--- src/rtl/sync_fifo_thr_if.sv ---
// sync_fifo_thr_if: producer/consumer handshake bundle for sync_fifo_thr.
// slave is the FIFO side; master is the side that drives requests.
interface sync_fifo_thr_if #(
  parameter int FIFO_WIDTH = 8,
  parameter int FIFO_DEPTH = 16
);
  localparam int CW = $clog2(FIFO_DEPTH + 1);

  logic                  write_en;
  logic [FIFO_WIDTH-1:0] data_in;
  logic                  read_en;
  logic [FIFO_WIDTH-1:0] data_out;
  logic                  empty;
  logic                  full;
  logic                  almost_empty;
  logic                  almost_full;
  logic [CW-1:0]         count;
  logic                  overflow;
  logic                  underflow;

  modport master (
    output write_en, data_in, read_en,
    input  data_out, empty, full,
    input  almost_empty, almost_full,
    input  count, overflow, underflow
  );

  modport slave (
    input  write_en, data_in, read_en,
    output data_out, empty, full,
    output almost_empty, almost_full,
    output count, overflow, underflow
  );
endinterface

--- src/rtl/sync_fifo_thr.sv ---
// sync_fifo_thr: single-clock FIFO with count, threshold flags, error pulses.
// Define SYNC_FIFO_FWFT_EN for first-word fall-through read data.
module sync_fifo_thr #(
  parameter int FIFO_WIDTH    = 8,
  parameter int FIFO_DEPTH    = 16,
  parameter int AFULL_THRESH  = 14,
  parameter int AEMPTY_THRESH = 2
) (
  input logic            clk,
  input logic            rst,
  sync_fifo_thr_if.slave bus
);
  localparam int CW = $clog2(FIFO_DEPTH + 1);
  localparam int PW = $clog2(FIFO_DEPTH);

  typedef logic [PW-1:0] ptr_t;

  logic [FIFO_WIDTH-1:0] mem [FIFO_DEPTH];
  ptr_t                  wr_ptr;
  ptr_t                  rd_ptr;
  logic [CW-1:0]         count;
  logic                  empty;
  logic                  full;
  logic                  rd_acc;
  logic                  wr_acc;
  logic                  ovf_q;
  logic                  udf_q;

  // Explicit wrap so any depth works, not just powers of two
  function automatic ptr_t ptr_inc(ptr_t p);
    return (p == ptr_t'(FIFO_DEPTH - 1)) ? '0 : p + ptr_t'(1);
  endfunction

  assign empty  = (count == '0);
  assign full   = (count == CW'(FIFO_DEPTH));
  assign rd_acc = bus.read_en & ~empty;
  assign wr_acc = bus.write_en & (~full | rd_acc);

  always_ff @(posedge clk) begin
    if (rst) begin
      wr_ptr <= '0;
      rd_ptr <= '0;
      count  <= '0;
      ovf_q  <= 1'b0;
      udf_q  <= 1'b0;
    end else begin
      if (wr_acc) wr_ptr <= ptr_inc(wr_ptr);
      if (rd_acc) rd_ptr <= ptr_inc(rd_ptr);
      unique case ({wr_acc, rd_acc})
        2'b10:   count <= count + CW'(1);
        2'b01:   count <= count - CW'(1);
        default: count <= count;
      endcase
      ovf_q <= bus.write_en & ~wr_acc;
      udf_q <= bus.read_en & ~rd_acc;
    end
  end

  always_ff @(posedge clk) begin
    if (!rst && wr_acc) mem[wr_ptr] <= bus.data_in;
  end

`ifdef SYNC_FIFO_FWFT_EN
  assign bus.data_out = empty ? '0 : mem[rd_ptr];
`else
  logic [FIFO_WIDTH-1:0] dout_q;

  always_ff @(posedge clk) begin
    if (rst)         dout_q <= '0;
    else if (rd_acc) dout_q <= mem[rd_ptr];
  end

  assign bus.data_out = dout_q;
`endif

  assign bus.empty        = empty;
  assign bus.full         = full;
  assign bus.almost_empty = (count <= CW'(AEMPTY_THRESH));
  assign bus.almost_full  = (count >= CW'(AFULL_THRESH));
  assign bus.count        = count;
  assign bus.overflow     = ovf_q;
  assign bus.underflow    = udf_q;
endmodule

--- src/flat_wrapper.sv ---
// flat-port wrapper written by rule: the top's interface ports become plain ports
module sync_fifo_thr_flat 
#(
  parameter int FIFO_WIDTH    = 8,
  parameter int FIFO_DEPTH    = 16,
  parameter int AFULL_THRESH  = 14,
  parameter int AEMPTY_THRESH = 2
)
  (clk, rst, bus_write_en, bus_data_in, bus_read_en, bus_data_out, bus_empty, bus_full, bus_almost_empty, bus_almost_full, bus_count, bus_overflow, bus_underflow);
  sync_fifo_thr_if #(.FIFO_WIDTH(FIFO_WIDTH), .FIFO_DEPTH(FIFO_DEPTH)) bus_i ();
  input logic clk;
  input logic rst;
  input wire logic [$bits(bus_i.write_en)-1:0] bus_write_en;
  input wire logic [$bits(bus_i.data_in)-1:0] bus_data_in;
  input wire logic [$bits(bus_i.read_en)-1:0] bus_read_en;
  output wire logic [$bits(bus_i.data_out)-1:0] bus_data_out;
  output wire logic [$bits(bus_i.empty)-1:0] bus_empty;
  output wire logic [$bits(bus_i.full)-1:0] bus_full;
  output wire logic [$bits(bus_i.almost_empty)-1:0] bus_almost_empty;
  output wire logic [$bits(bus_i.almost_full)-1:0] bus_almost_full;
  output wire logic [$bits(bus_i.count)-1:0] bus_count;
  output wire logic [$bits(bus_i.overflow)-1:0] bus_overflow;
  output wire logic [$bits(bus_i.underflow)-1:0] bus_underflow;
  assign bus_i.write_en = bus_write_en;
  assign bus_i.data_in = bus_data_in;
  assign bus_i.read_en = bus_read_en;
  assign bus_data_out = bus_i.data_out;
  assign bus_empty = bus_i.empty;
  assign bus_full = bus_i.full;
  assign bus_almost_empty = bus_i.almost_empty;
  assign bus_almost_full = bus_i.almost_full;
  assign bus_count = bus_i.count;
  assign bus_overflow = bus_i.overflow;
  assign bus_underflow = bus_i.underflow;
  sync_fifo_thr #(.FIFO_WIDTH(FIFO_WIDTH), .FIFO_DEPTH(FIFO_DEPTH), .AFULL_THRESH(AFULL_THRESH), .AEMPTY_THRESH(AEMPTY_THRESH)) u_core (.clk(clk), .rst(rst), .bus(bus_i));
endmodule
--- config.mk ---
export PLATFORM = sky130hd
export DESIGN_NAME = sync_fifo_thr_flat
export DESIGN_NICKNAME = d
export VERILOG_FILES = /design/src/rtl/sync_fifo_thr_if.sv /design/src/rtl/sync_fifo_thr.sv /design/src/flat_wrapper.sv
export SDC_FILE = /design/constraint.sdc
export NUM_CORES = 1
export LEC_CHECK = 0
export ABC_AREA = 1
export ABC_CLOCK_PERIOD_IN_PS = 2600
export BUFFER_PORTS_ARGS = -buffer_cell sky130_fd_sc_hd__buf_2
export CORE_MARGIN = 2
export CORE_UTILIZATION = 50
export DETAILED_ROUTE_END_ITERATION = 8
export PLACE_DENSITY = 0.67
export SLEW_MARGIN = 20
export SYNTH_ARGS = -nofsm -noshare
export SYNTH_HDL_FRONTEND = slang
export SYNTH_SLANG_ARGS = --single-unit
--- constraint.sdc ---
create_clock -name clk -period 2.6 [get_ports clk]
set_input_delay 0.52 -clock clk [delete_from_list [all_inputs] [get_ports clk]]
set_output_delay 0.52 -clock clk [all_outputs]
set_load 0.005 [all_outputs]
## After elaboration in Yosys (flattened, before gate mapping)

Memories as Yosys holds them, arrays and structs flattened. A register that Yosys moved wholly into a read port is not among the register bits.
Index checks and enable logic that the tools add are counted.

- Add/sub/neg operators: 4
- $lt $le $gt $ge: 2
- Equality and inequality tests: 5
- Muxes and demuxes: 5
- Bitwise logic cells: 9
- Reduce and logical (&&, ||, !) cells: 4

Operator list:

| operator | number |
|---|---|
| 5-bit case mux with 2 select lines | 1 |
| 4-bit by 1-bit adder with 4-bit output (second input constant) | 2 |
| 4-bit equality test (second input constant) | 2 |
| 4-bit 2-to-1 mux | 2 |
| 5-bit by 1-bit adder with 5-bit output (second input constant) | 1 |
| 5-bit equality test (second input constant) | 1 |
| 5-bit by 4-bit greater-or-equal comparator with 1-bit output (second input constant) | 1 |
| 5-bit by 2-bit less-or-equal comparator with 1-bit output (second input constant) | 1 |
| 5-bit zero test | 1 |
| 5-bit by 1-bit subtractor with 5-bit output (second input constant) | 1 |
| 1-bit AND | 4 |
| 1-bit NOT | 4 |
| 2-bit by 1-bit equality test with 1-bit output (second input constant) | 1 |
| 2-bit equality test (second input constant) | 1 |
| 1-bit 2-to-1 mux | 2 |
| 2-bit nonzero test | 1 |
| 1-bit logical AND | 1 |
| 1-bit zero test | 1 |
| 1-bit bitwise OR | 1 |

- Register bits: 15
- RAM bits: 128
- Bits of input ports: 12
- Output and inout port bits: 19
- Memories kept: 1

Memories:

| name | depth | width | read ports | clocked after Yosys merged registers in | wr ports | line | text |
|---|---|---|---|---|---|---|---|
| u_core.mem | 16 | 8 | 1 | 1 | 1 | sync_fifo_thr.sv:18 | `logic [FIFO_WIDTH-1:0] mem [FIFO_DEPTH];` |

## Logic depth before layout (Yosys ltp)

Gate-level depths: netlist (run 1).

- Word-level depth: 8
- Mapped depth: 16

## Least setup slack after synthesis (run 1)

Ideal clock, no wire load.

- Kind: input to register
- From: in bus_read_en
- To: reg u_core.count[4], in the netlist u_core.bus.count[4]
- Library setup time: 0.113 ns
- Data arrival time: 2.041 ns
- Data required time: 2.487 ns
- Path slack: 0.446 ns
- Stages on the path: 14
- Path through: inv_1 nand4_1 nand2_2 ha_1 inv_1 fa_1 inv_1 nand3_1 nand2_1 nand2_1 nand3_1 nand2_1 nand2_1 nor2_1

- Cells in the longest elaborated chain, start to end: 5
- Elaborated cells on any way between the ends: 7

RTL lines:

| element | line | text |
|---|---|---|
| start: declaration | flat_wrapper.sv:15 | `input wire logic [$bits(bus_i.read_en)-1:0] bus_read_en;` |
| 1-bit AND (*) | sync_fifo_thr.sv:36 | `assign rd_acc = bus.read_en & ~empty;` |
| 1-bit bitwise OR | sync_fifo_thr.sv:37 | `assign wr_acc = bus.write_en & (~full \| rd_acc);` |
| 1-bit AND | sync_fifo_thr.sv:37 |  |
| 2-bit by 1-bit equality test with 1-bit output / 2-bit equality test (equally long branches) | sync_fifo_thr.sv:49 | `unique case ({wr_acc, rd_acc})` |
| 5-bit case mux with 2 select lines / 2-bit nonzero test (equally long branches) | -- |  |
| end signal: assignment | sync_fifo_thr.sv:50 | `2'b10: count <= count + CW'(1);` |
| end signal: assignment | sync_fifo_thr.sv:51 | `2'b01: count <= count - CW'(1);` |
| end signal: assignment | sync_fifo_thr.sv:52 | `default: count <= count;` |
| end: declaration | sync_fifo_thr.sv:21 | `logic [CW-1:0] count;` |

Mark *: on every way between the ends. The rest lies on a longest branch, timed or not.
A chain may end at the register's enable or synchronous reset.

## Worst setup path in the final report (run 1)

- From: reg u_core.count[0], in the netlist u_core.bus.count[0]
- To: reg u_core.count[4], in the netlist u_core.bus.count[4]

- Cells in the longest elaborated chain, start to end: 7
- Elaborated cells on any way between the ends: 13

RTL lines:

| element | line | text |
|---|---|---|
| 5-bit zero test | sync_fifo_thr.sv:34 | `assign empty = (count == '0);` |
| 1-bit NOT | sync_fifo_thr.sv:36 |  |
| 1-bit AND | sync_fifo_thr.sv:36 |  |
| 1-bit bitwise OR | sync_fifo_thr.sv:37 |  |
| 1-bit AND | sync_fifo_thr.sv:37 |  |
| 2-bit by 1-bit equality test with 1-bit output / 2-bit equality test (equally long branches) | sync_fifo_thr.sv:49 |  |
| 5-bit case mux with 2 select lines / 2-bit nonzero test (equally long branches) | -- |  |

Several ways; a longest one is shown, not always the timed one.

==> results of run 1 <==
cells in the final DEF, fill, tap and decap left out:
| cell type | synthesis | layout |
|---|---|---|
| nand2_1 | 181 | 181 |
| clkbuf_8 | 0 | 1 |
| o31ai_1 | 1 | 1 |
| inv_2 | 1 | 1 |
| xnor2_1 | 1 | 1 |
| ha_1 | 9 | 9 |
| inv_1 | 102 | 102 |
| buf_2 | 16 | 30 |
| dfxtp_2 | 0 | 1 |
| clkbuf_16 | 0 | 17 |
| xor2_1 | 1 | 1 |
| clkinvlp_4 | 0 | 4 |
| dfxtp_1 | 23 | 22 |
| nand3_1 | 100 | 100 |
| nand4_1 | 2 | 2 |
| buf_12 | 0 | 1 |
| nand2_2 | 2 | 2 |
| a2111oi_0 | 1 | 1 |
| bufinv_16 | 0 | 5 |
| nor2_1 | 35 | 35 |
| clkinv_1 | 3 | 4 |
| nor3_1 | 1 | 1 |
| edfxtp_1 | 128 | 128 |
| buf_4 | 2 | 20 |
| fa_1 | 1 | 1 |
| clkinv_4 | 0 | 1 |
| a21oi_1 | 28 | 28 |
| o21ai_0 | 16 | 16 |
| clkinv_2 | 0 | 2 |
| clkbuf_1 | 4 | 1 |
logic make-up (layout without fill, tap and decap cells):
family / count (synthesis) / count (layout) / synth area share
AOI/OAI and AO/OA: 46 / 46 / 0.0360
xor gates and xnor gates: 2 / 2 / 0.00267
adders and majority gates: 10 / 10 / 0.0202
buffers and inverters: 132 / 189 / 0.0808
DFF: 151 / 151 / 0.656
and+or+nand+nor: 321 / 321 / 0.204
worst max-delay path by stage:
stage | start | endpoint | slack [ns] | depth (start not counted)
after floorplan | bus_read_en | u_core.bus.count[4] | 0.45 | 14
after global placement | bus_read_en | u_core.bus.count[4] | 0.27 | 15
after detailed placement | bus_read_en | u_core.bus.count[4] | 0.16 | 15
after CTS | u_core.bus.count[0] | u_core.bus.count[4] | 0.31 | 14
after global routing | u_core.bus.count[1] | u_core.bus.count[4] | 0.05 | 13
final | u_core.bus.count[0] | u_core.bus.count[4] | 0.26 | 14
routing by layer:
layer,GRT usage,wire (um)
met5,0,0
met4,0.0900,308
met3,0.0565,1120
met2,0.353,7250
met1,0.312,6530
layout make-up:
class                      instances  share of cell area
timing repair buffer              51              0.0421
inverter                         106              0.0523
tap                              172              0.0283
multi-input combinational        379               0.227
sequential                       151               0.566
clock inverter                    13              0.0266
clock buffer                      19              0.0582
where the power goes:
part / internal, mW / switching (mW)
sequential: 2.75 / 0.0975
clock: 1.72 / 0.954
combinational: 0.536 / 1.11
stage by stage:
step           instances  hold slack (ns)
2_1_floorplan        662            0.474
3_3_place_gp         859            0.511
3_5_place_dp         859            0.516
4_1_cts              891            0.346
5_1_grt              891            0.360
6_report             891            0.356
registers in the layout (all words and copies together), names as in the netlist:
register              count
u_core.bus.overflow       1
u_core.rd_ptr             4
u_core.bus.data_out       8
u_core.wr_ptr             4
u_core.bus.count          5
u_core.bus.underflow      1
u_core.mem              128
critical path, stage by stage, from the launching register on:
cell	delay, ns
dfxtp_1	0.34
nor2_1	0.19
nand4_1	0.17
nand2_2	0.17
ha_1	0.27
inv_1	0.09
fa_1	0.41
inv_1	0.09
nand3_1	0.11
nand2_1	0.10
nand2_1	0.05
nand3_1	0.09
nand2_1	0.06
nand2_1	0.05
nor2_1	0.04
==> impl_metrics.toml, run 1 <==
[clock_network]
cts_resized = 0
h-tree-depth = 4
post_cts_buffers = 0
clock_path_buffers = 2
cts_root_buf = "clkbuf_16"
path_clk_slew_ns = 0.06
clk_latency_ns = 0.43
ctsHoldBuffers = 0
cts_buffers = 17
cts_tree = "built"
cts_sinks = 151

[setup_path]
cp-start-kind = "flop"
required_ns = 2.93
r2r-start = "u_core.bus.count[0]"
worstPathMaxFanout = 7
timing.reg2reg.setup_slack_ns = 0.26
critPathKind = "reg2reg"
rr_worst_depth = 14
cp-end-kind = "flop"
reg2reg_to = "u_core.bus.count[4]"
cp.arrival_ns = 2.67

[floorplanning]
die_x_um = 119
initial_utilization = 0.516
dieArea_mm2 = 0.0141
io_pins = 31
die_h_um = 119
core_area_mm2 = 0.0127
rows = 41

[power_and_ir_drop]
p_leak_nw = 3.24
total_power_mw = 7.16
ir_drop_mv = 0.552
p_per_area_mw_per_mm2 = 941

[sta]
fmax_mhz = 427
fin_crit_ns = 2.34
slew_violations = 0
relSlewSlack = 0.525
rsz0062_at_grt = "false"
setup_tns_ns = 0
setup_viol = 0
finalCritPeriodShare = 0.901
final.setup.worst_slack_ns = 0.257
hold_violations = 0
skew_ns = 0.0114
worstMarginPinSlew_ns = 0.712

[outcome]
run_status = "completed"

[hold_path]
hold_path_depth = 3
hold_class = "in2reg"
min_from = "bus_read_en"
min_to = "u_core.bus.underflow"

[layout]
regArea_mm2 = 0.00431
area_growth_pct = 16.0
n_antenna_cell = 0
drive_gt1_frac = 0.118
multi_input_area_mm2 = 0.00173
utilization = 0.598
fin_nets = 728
fill_cells = 1095
postLayoutCellArea_mm2 = 0.00761

[grt]
grt_max_degree = 68
antenna_found_initial = 0
grt_first_pass_wirelength_um = 24000
grt_overflow = 0
track_usage = 0.229
first_global_vias = 4503

[route]
route.detailed.drc = 0
ant_nets = 0
wire_per_inst_um = 17.1
drtIter0Drc = 398
viasPerCell = 5.25
first_pass_iters = 4
vias = 4676
wirelength_um = 15200

[yosys]
synth_top_cell_by_area = "edfxtp_1"
yosysSeqAreaShare = 0.656
syn_avg_cell_area_um2 = 9.91
syn_nets = 684
synth-seq-cells = 151
netlist_area_mm2 = 0.00656
synth-main-ff-cell = "edfxtp_1"
synth_commonest_cells = "181 x nand2_1, 128 x edfxtp_1, 102 x inv_1"
netlist_top_cells_area = "edfxtp_1 59%, nand2_1 10%, nand3_1 7.6%"
synth-edff-count = 128
synthArstFlopShare = 0
synth_top_area_frac = 0.586
synth_warnings = 0
synth.distinct_cells = 24
yosysMostFrequentCell = "nand2_1"
synthCells = 662

[place]
dp_hpwl_um = 9650
pre_cts_slack_ns = 0.163
post_dp_cell_area_mm2 = 0.00697
io_buffer_count = 30
place.gp.congestion = 0.880

[job]
drv_cap = 0
Note: power is estimated with default switching activity, not from simulation.
==> run 2: changes to the inputs <==
--- a/config.mk
+++ b/config.mk
@@ -8,8 +8,10 @@
 export ABC_AREA = 1
 export ABC_CLOCK_PERIOD_IN_PS = 2600
 export BUFFER_PORTS_ARGS = -buffer_cell sky130_fd_sc_hd__buf_2
+export CORE_ASPECT_RATIO = 0.8
 export CORE_MARGIN = 2
 export CORE_UTILIZATION = 50
+export CTS_BUF_LIST = sky130_fd_sc_hd__clkbuf_8
 export DETAILED_ROUTE_END_ITERATION = 8
 export PLACE_DENSITY = 0.67
 export SLEW_MARGIN = 20
==> impl_metrics.toml, run 2 (same netlist as run 1, synthesis figures left out) <==
[outcome]
run_status = "completed"

[sta]
finalCritPeriodShare = 0.919
skew_ns = 0.0127
relSlewSlack = 0.533
worstMarginPinSlew_ns = 0.701
fmax_mhz = 419
fin_crit_ns = 2.39
final.setup.worst_slack_ns = 0.211
setup_viol = 0
slew_violations = 0
setup_tns_ns = 0
rsz0062_at_grt = "false"
hold_violations = 0

[layout]
instances_no_fill = 897
fill_cells = 1089
multi_input_area_mm2 = 0.00173
regArea_mm2 = 0.00431
n_antenna_cell = 0
final_common_cell = "nand2_1"
largest_register_ff_count = 128
top_register = "u_core.mem"
drive_gt1_frac = 0.123
area_growth_pct = 12.3
fin_nets = 731
final_cell_mix = "181 x nand2_1, 128 x edfxtp_1, 103 x inv_1, 100 x nand3_1, 35 x nor2_1"
utilization = 0.575

[power_and_ir_drop]
intPower_mw = 4.17
p_per_area_mw_per_mm2 = 846
clkPwrFrac = 0.282
total_power_mw = 6.24
sw_frac_of_total = 0.331
seqPwrFrac = 0.456
switchingPower_mw = 2.06
p_leak_nw = 3.15
ir_drop_mv = 0.624
p_comb_frac = 0.262

[grt]
first_global_vias = 4498
grt_overflow = 0
antenna_found_initial = 0
grt_first_pass_wirelength_um = 23400
track_usage = 0.222
grt_max_degree = 68

[route]
vias = 4689
viasPerCell = 5.23
ant_nets = 0
route.detailed.drc = 0
first_pass_iters = 5
wirelength_um = 15000
drtIter0Drc = 547
wire_per_inst_um = 16.7

[job]
drv_cap = 0

[place]
place.gp.congestion = 0.881
io_buffer_count = 30
pre_cts_slack_ns = 0.155
placedCellCount = 865
dp_hpwl_um = 9800

[clock_network]
cts_buffers = 17
cts_tree = "built"
post_cts_buffers = 0
cts_resized = 0
clock_path_buffers = 2
clk_latency_ns = 0.43
h-tree-depth = 4
cts_root_buf = "clkbuf_8"
ctsHoldBuffers = 0
path_clk_slew_ns = 0.08
cts_sinks = 151

[setup_path]
worstPathMaxFanout = 7
cp-start-kind = "flop"
cp-end-kind = "flop"
cp.arrival_ns = 2.73
critPathKind = "reg2reg"
required_ns = 2.94

[hold_path]
hold_class = "in2reg"

[floorplanning]
rows = 37
initial_utilization = 0.512
dieArea_mm2 = 0.0141
die_x_um = 132
core_area_mm2 = 0.0128
io_pins = 31
die_h_um = 106
[run 2: cell types whose count changed in the layout (fill, tap and decap cells not counted)]
cell and delta:
clkbuf_16 -17, clkinvlp_4 -2, clkinv_2 +3, clkbuf_1 -1, clkbuf_8 +18, buf_4 +4
buf_12 -1, inv_1 +1, bufinv_16 -3, clkinv_1 -1, inv_6 +1, clkinv_4 +1
[run 2: critical path, stage by stage, from the launching register on]
cell and delay [ns]:
dfxtp_1 0.37, nor2_1 0.22, nand4_1 0.17, nand2_2 0.17
ha_1 0.27, inv_1 0.10, fa_1 0.41, inv_1 0.09
nand3_1 0.10, nand2_1 0.09, nand2_1 0.05, nand3_1 0.09
nand2_1 0.07, nand2_1 0.06, nor2_1 0.05
[run 2: layout make-up]
| cell class | instances | area share |
|---|---|---|
| sequential | 151 | 0.584 |
| tap | 175 | 0.0297 |
| timing repair buffer | 54 | 0.0448 |
| multi-input combinational | 379 | 0.234 |
| inverter | 106 | 0.0540 |
| clock inverter | 13 | 0.0177 |
| clock buffer | 19 | 0.0355 |
[run 2: worst paths after layout]
path / start / end / slack [ns] / cells past startpoint
max: u_core.bus.count[1] / u_core.bus.count[4] / 0.21 / 14
min: bus_read_en / u_core.bus.underflow / 0.34 / 3
max reg2reg: u_core.bus.count[1] / u_core.bus.count[4] / 0.21 / 14
min reg2reg: u_core.rd_ptr[3] / u_core.rd_ptr[3] / 0.53 / 2
[run 2: power by group through the flow]
stage / clock network (mW) / registers [mW] / logic [mW]
floorplan: 0 / 2.87 / 1.11
global placement: 0 / 2.89 / 1.57
detailed placement: 0 / 2.89 / 1.61
CTS: 1.79 / 2.84 / 1.62
global route: 1.87 / 2.85 / 1.85
finish: 1.76 / 2.84 / 1.64
[run 2: stage by stage]
step                      cell area [um2]  hold WS, ns
after floorplan                      6560        0.474
after global placement               6980        0.503
after detailed placement             6980        0.513
after CTS                            7370        0.315
after global routing                 7370        0.327
final                                7370        0.344
[run 2: routing by layer]
metal	part of all wire	vias up	global-route usage
met5	0	-	0
met1	0.44	2229	0.311
met4	0.015	0	0.0885
met2	0.47	191	0.343
met3	0.077	18	0.0443
li1	-	2251	-
==> run 3: changes to the inputs <==
==> constraint.sdc (replaced) <==
create_clock -name clk -period 2.6 [get_ports clk]
set_input_delay 0.65 -clock clk [delete_from_list [all_inputs] [get_ports clk]]
set_output_delay 0.65 -clock clk [all_outputs]
set_load 0.005 [all_outputs]
==> impl_metrics.toml, run 3 (same netlist as run 1, synthesis figures left out) <==
[sta]
hold_violations = 0
setup_tns_ns = 0
slew_violations = 0
fin_crit_ns = 2.27
setup_viol = 0
skew_ns = 0.0147
fmax_mhz = 440
relSlewSlack = 0.549
finalCritPeriodShare = 0.875
rsz0062_at_grt = "false"
timing.hold.ws_ns = 0.469
worstMarginPinSlew_ns = 0.675

[route]
wirelength_um = 14800
first_pass_iters = 7
drtIter0Drc = 467
wire_per_inst_um = 16.6
viasPerCell = 5.15
ant_nets = 0
vias = 4609
route.detailed.drc = 0

[clock_network]
cts_tree = "built"
ctsHoldBuffers = 0
cts_buffers = 17
clock_path_buffers = 2
h-tree-depth = 4
path_clk_slew_ns = 0.08
cts_root_buf = "clkbuf_8"
cts_resized = 0
cts_sinks = 151
clk_latency_ns = 0.44
post_cts_buffers = 0

[hold_path]
min_from = "bus_read_en"
hold_class = "in2reg"

[grt]
track_usage = 0.220
grt_overflow = 0
grt_first_pass_wirelength_um = 23100
grt_max_degree = 58
first_global_vias = 4311
antenna_found_initial = 0

[power_and_ir_drop]
p_per_area_mw_per_mm2 = 845
ir_drop_mv = 0.479
sw_frac_of_total = 0.327
p_leak_nw = 3.16
switchingPower_mw = 2.04
p_comb_frac = 0.256
total_power_mw = 6.23
intPower_mw = 4.19
clkPwrFrac = 0.281
seqPwrFrac = 0.464

[layout]
fill_cells = 1102
top_register = "u_core.mem"
fin_nets = 729
utilization = 0.575
regArea_mm2 = 0.00431
area_growth_pct = 12.4
drive_gt1_frac = 0.117
n_antenna_cell = 0
multi_input_area_mm2 = 0.00173
final_common_cell = "nand2_1"
postLayoutCellArea_mm2 = 0.00738
largest_register_ff_count = 128
final_cell_mix = "181 x nand2_1, 128 x edfxtp_1, 105 x inv_1, 100 x nand3_1, 35 x nor2_1"

[floorplanning]
core_area_mm2 = 0.0128
dieArea_mm2 = 0.0141
rows = 37
initial_utilization = 0.512
die_x_um = 132
io_pins = 31
die_h_um = 106

[setup_path]
worstPathMaxFanout = 7
cp_common_cell = "nand2_1"
cp_cell_sequence = "nor2_1 > nand4_1 > nand2_2 > ha_1 > inv_1 > fa_1 > inv_1 > nand3_1 > nand2_1 > nand2_1 > nand3_1 > nand2_1 > nand2_1 > nor2_1"
r2r-start = "u_core.bus.count[0]"
cp.arrival_ns = 2.62
cp-start-kind = "flop"
required_ns = 2.94
critPathKind = "reg2reg"
cp_slowest_cell = "fa_1"
startpoint = "u_core.bus.count[0]"
cp-end-kind = "flop"
max_stage_delay_ns = 0.41

[job]
drv_cap = 0

[place]
place.gp.congestion = 0.904
io_buffer_count = 30
dp_hpwl_um = 9600
post_dp_cell_area_mm2 = 0.00699

[outcome]
run_status = "completed"
==> run 3: cell count changes in the layout (fill, tap and decap cells not counted) <==
cell | before | now
buf_4 | 24 | 20
buf_12 | 0 | 2
inv_1 | 103 | 105
clkbuf_8 | 19 | 20
clkinv_1 | 3 | 4
clkinv_2 | 5 | 4
clkinv_4 | 2 | 1
clkinvlp_4 | 2 | 1
inv_6 | 1 | 0
==> run 3: layout make-up <==
cell class,count,share of cell area
Multi-Input combinational cell,379,0.234
Tap cell,175,0.0297
Inverter,106,0.0539
Clock buffer,20,0.0373
Clock inverter,12,0.0151
Sequential cell,151,0.584
Timing Repair Buffer,52,0.0461
==> run 3: power by group through the flow <==
stage	Clock (mW)	Sequential [mW]	Combinational [mW]
2_1_floorplan	0	2.87	1.11
3_3_place_gp	0	2.94	1.55
4_1_cts	1.78	2.89	1.58
3_5_place_dp	0	2.94	1.56
5_1_grt	1.88	2.90	1.78
6_report	1.75	2.89	1.59
==> run 3: worst max-delay path, delay by kind of cell (launching register included) <==
family                     cells  cell delay (ns)
adders and majority gates      2             0.67
buffers and inverters          2             0.16
DFF                            1             0.37
and+or+nand+nor               10             0.97
==> run 3: path summary, 6_finish.rpt <==
path	end	slack [ns]	cells past startpoint
max	u_core.bus.count[4]	0.33	14
min	u_core.bus.underflow	0.47	3
max reg2reg	u_core.bus.count[4]	0.33	14
min reg2reg	u_core.rd_ptr[3]	0.52	2
==> run 3: metal layers <==
layer / global-route usage / vias to the layer above / share of wire
met5: 0 / - / 0
met4: 0.0800 / 0 / 0.014
met2: 0.332 / 166 / 0.46
met3: 0.0410 / 15 / 0.067
li1: - / 2250 / -
met1: 0.319 / 2178 / 0.46
==> run 3: per-stage QoR <==
step	cells	setup WS, ns
2_1_floorplan	662	0.316
3_3_place_gp	863	0.132
3_5_place_dp	863	0.0863
4_1_cts	895	0.337
5_1_grt	895	0.117
6_report	895	0.325
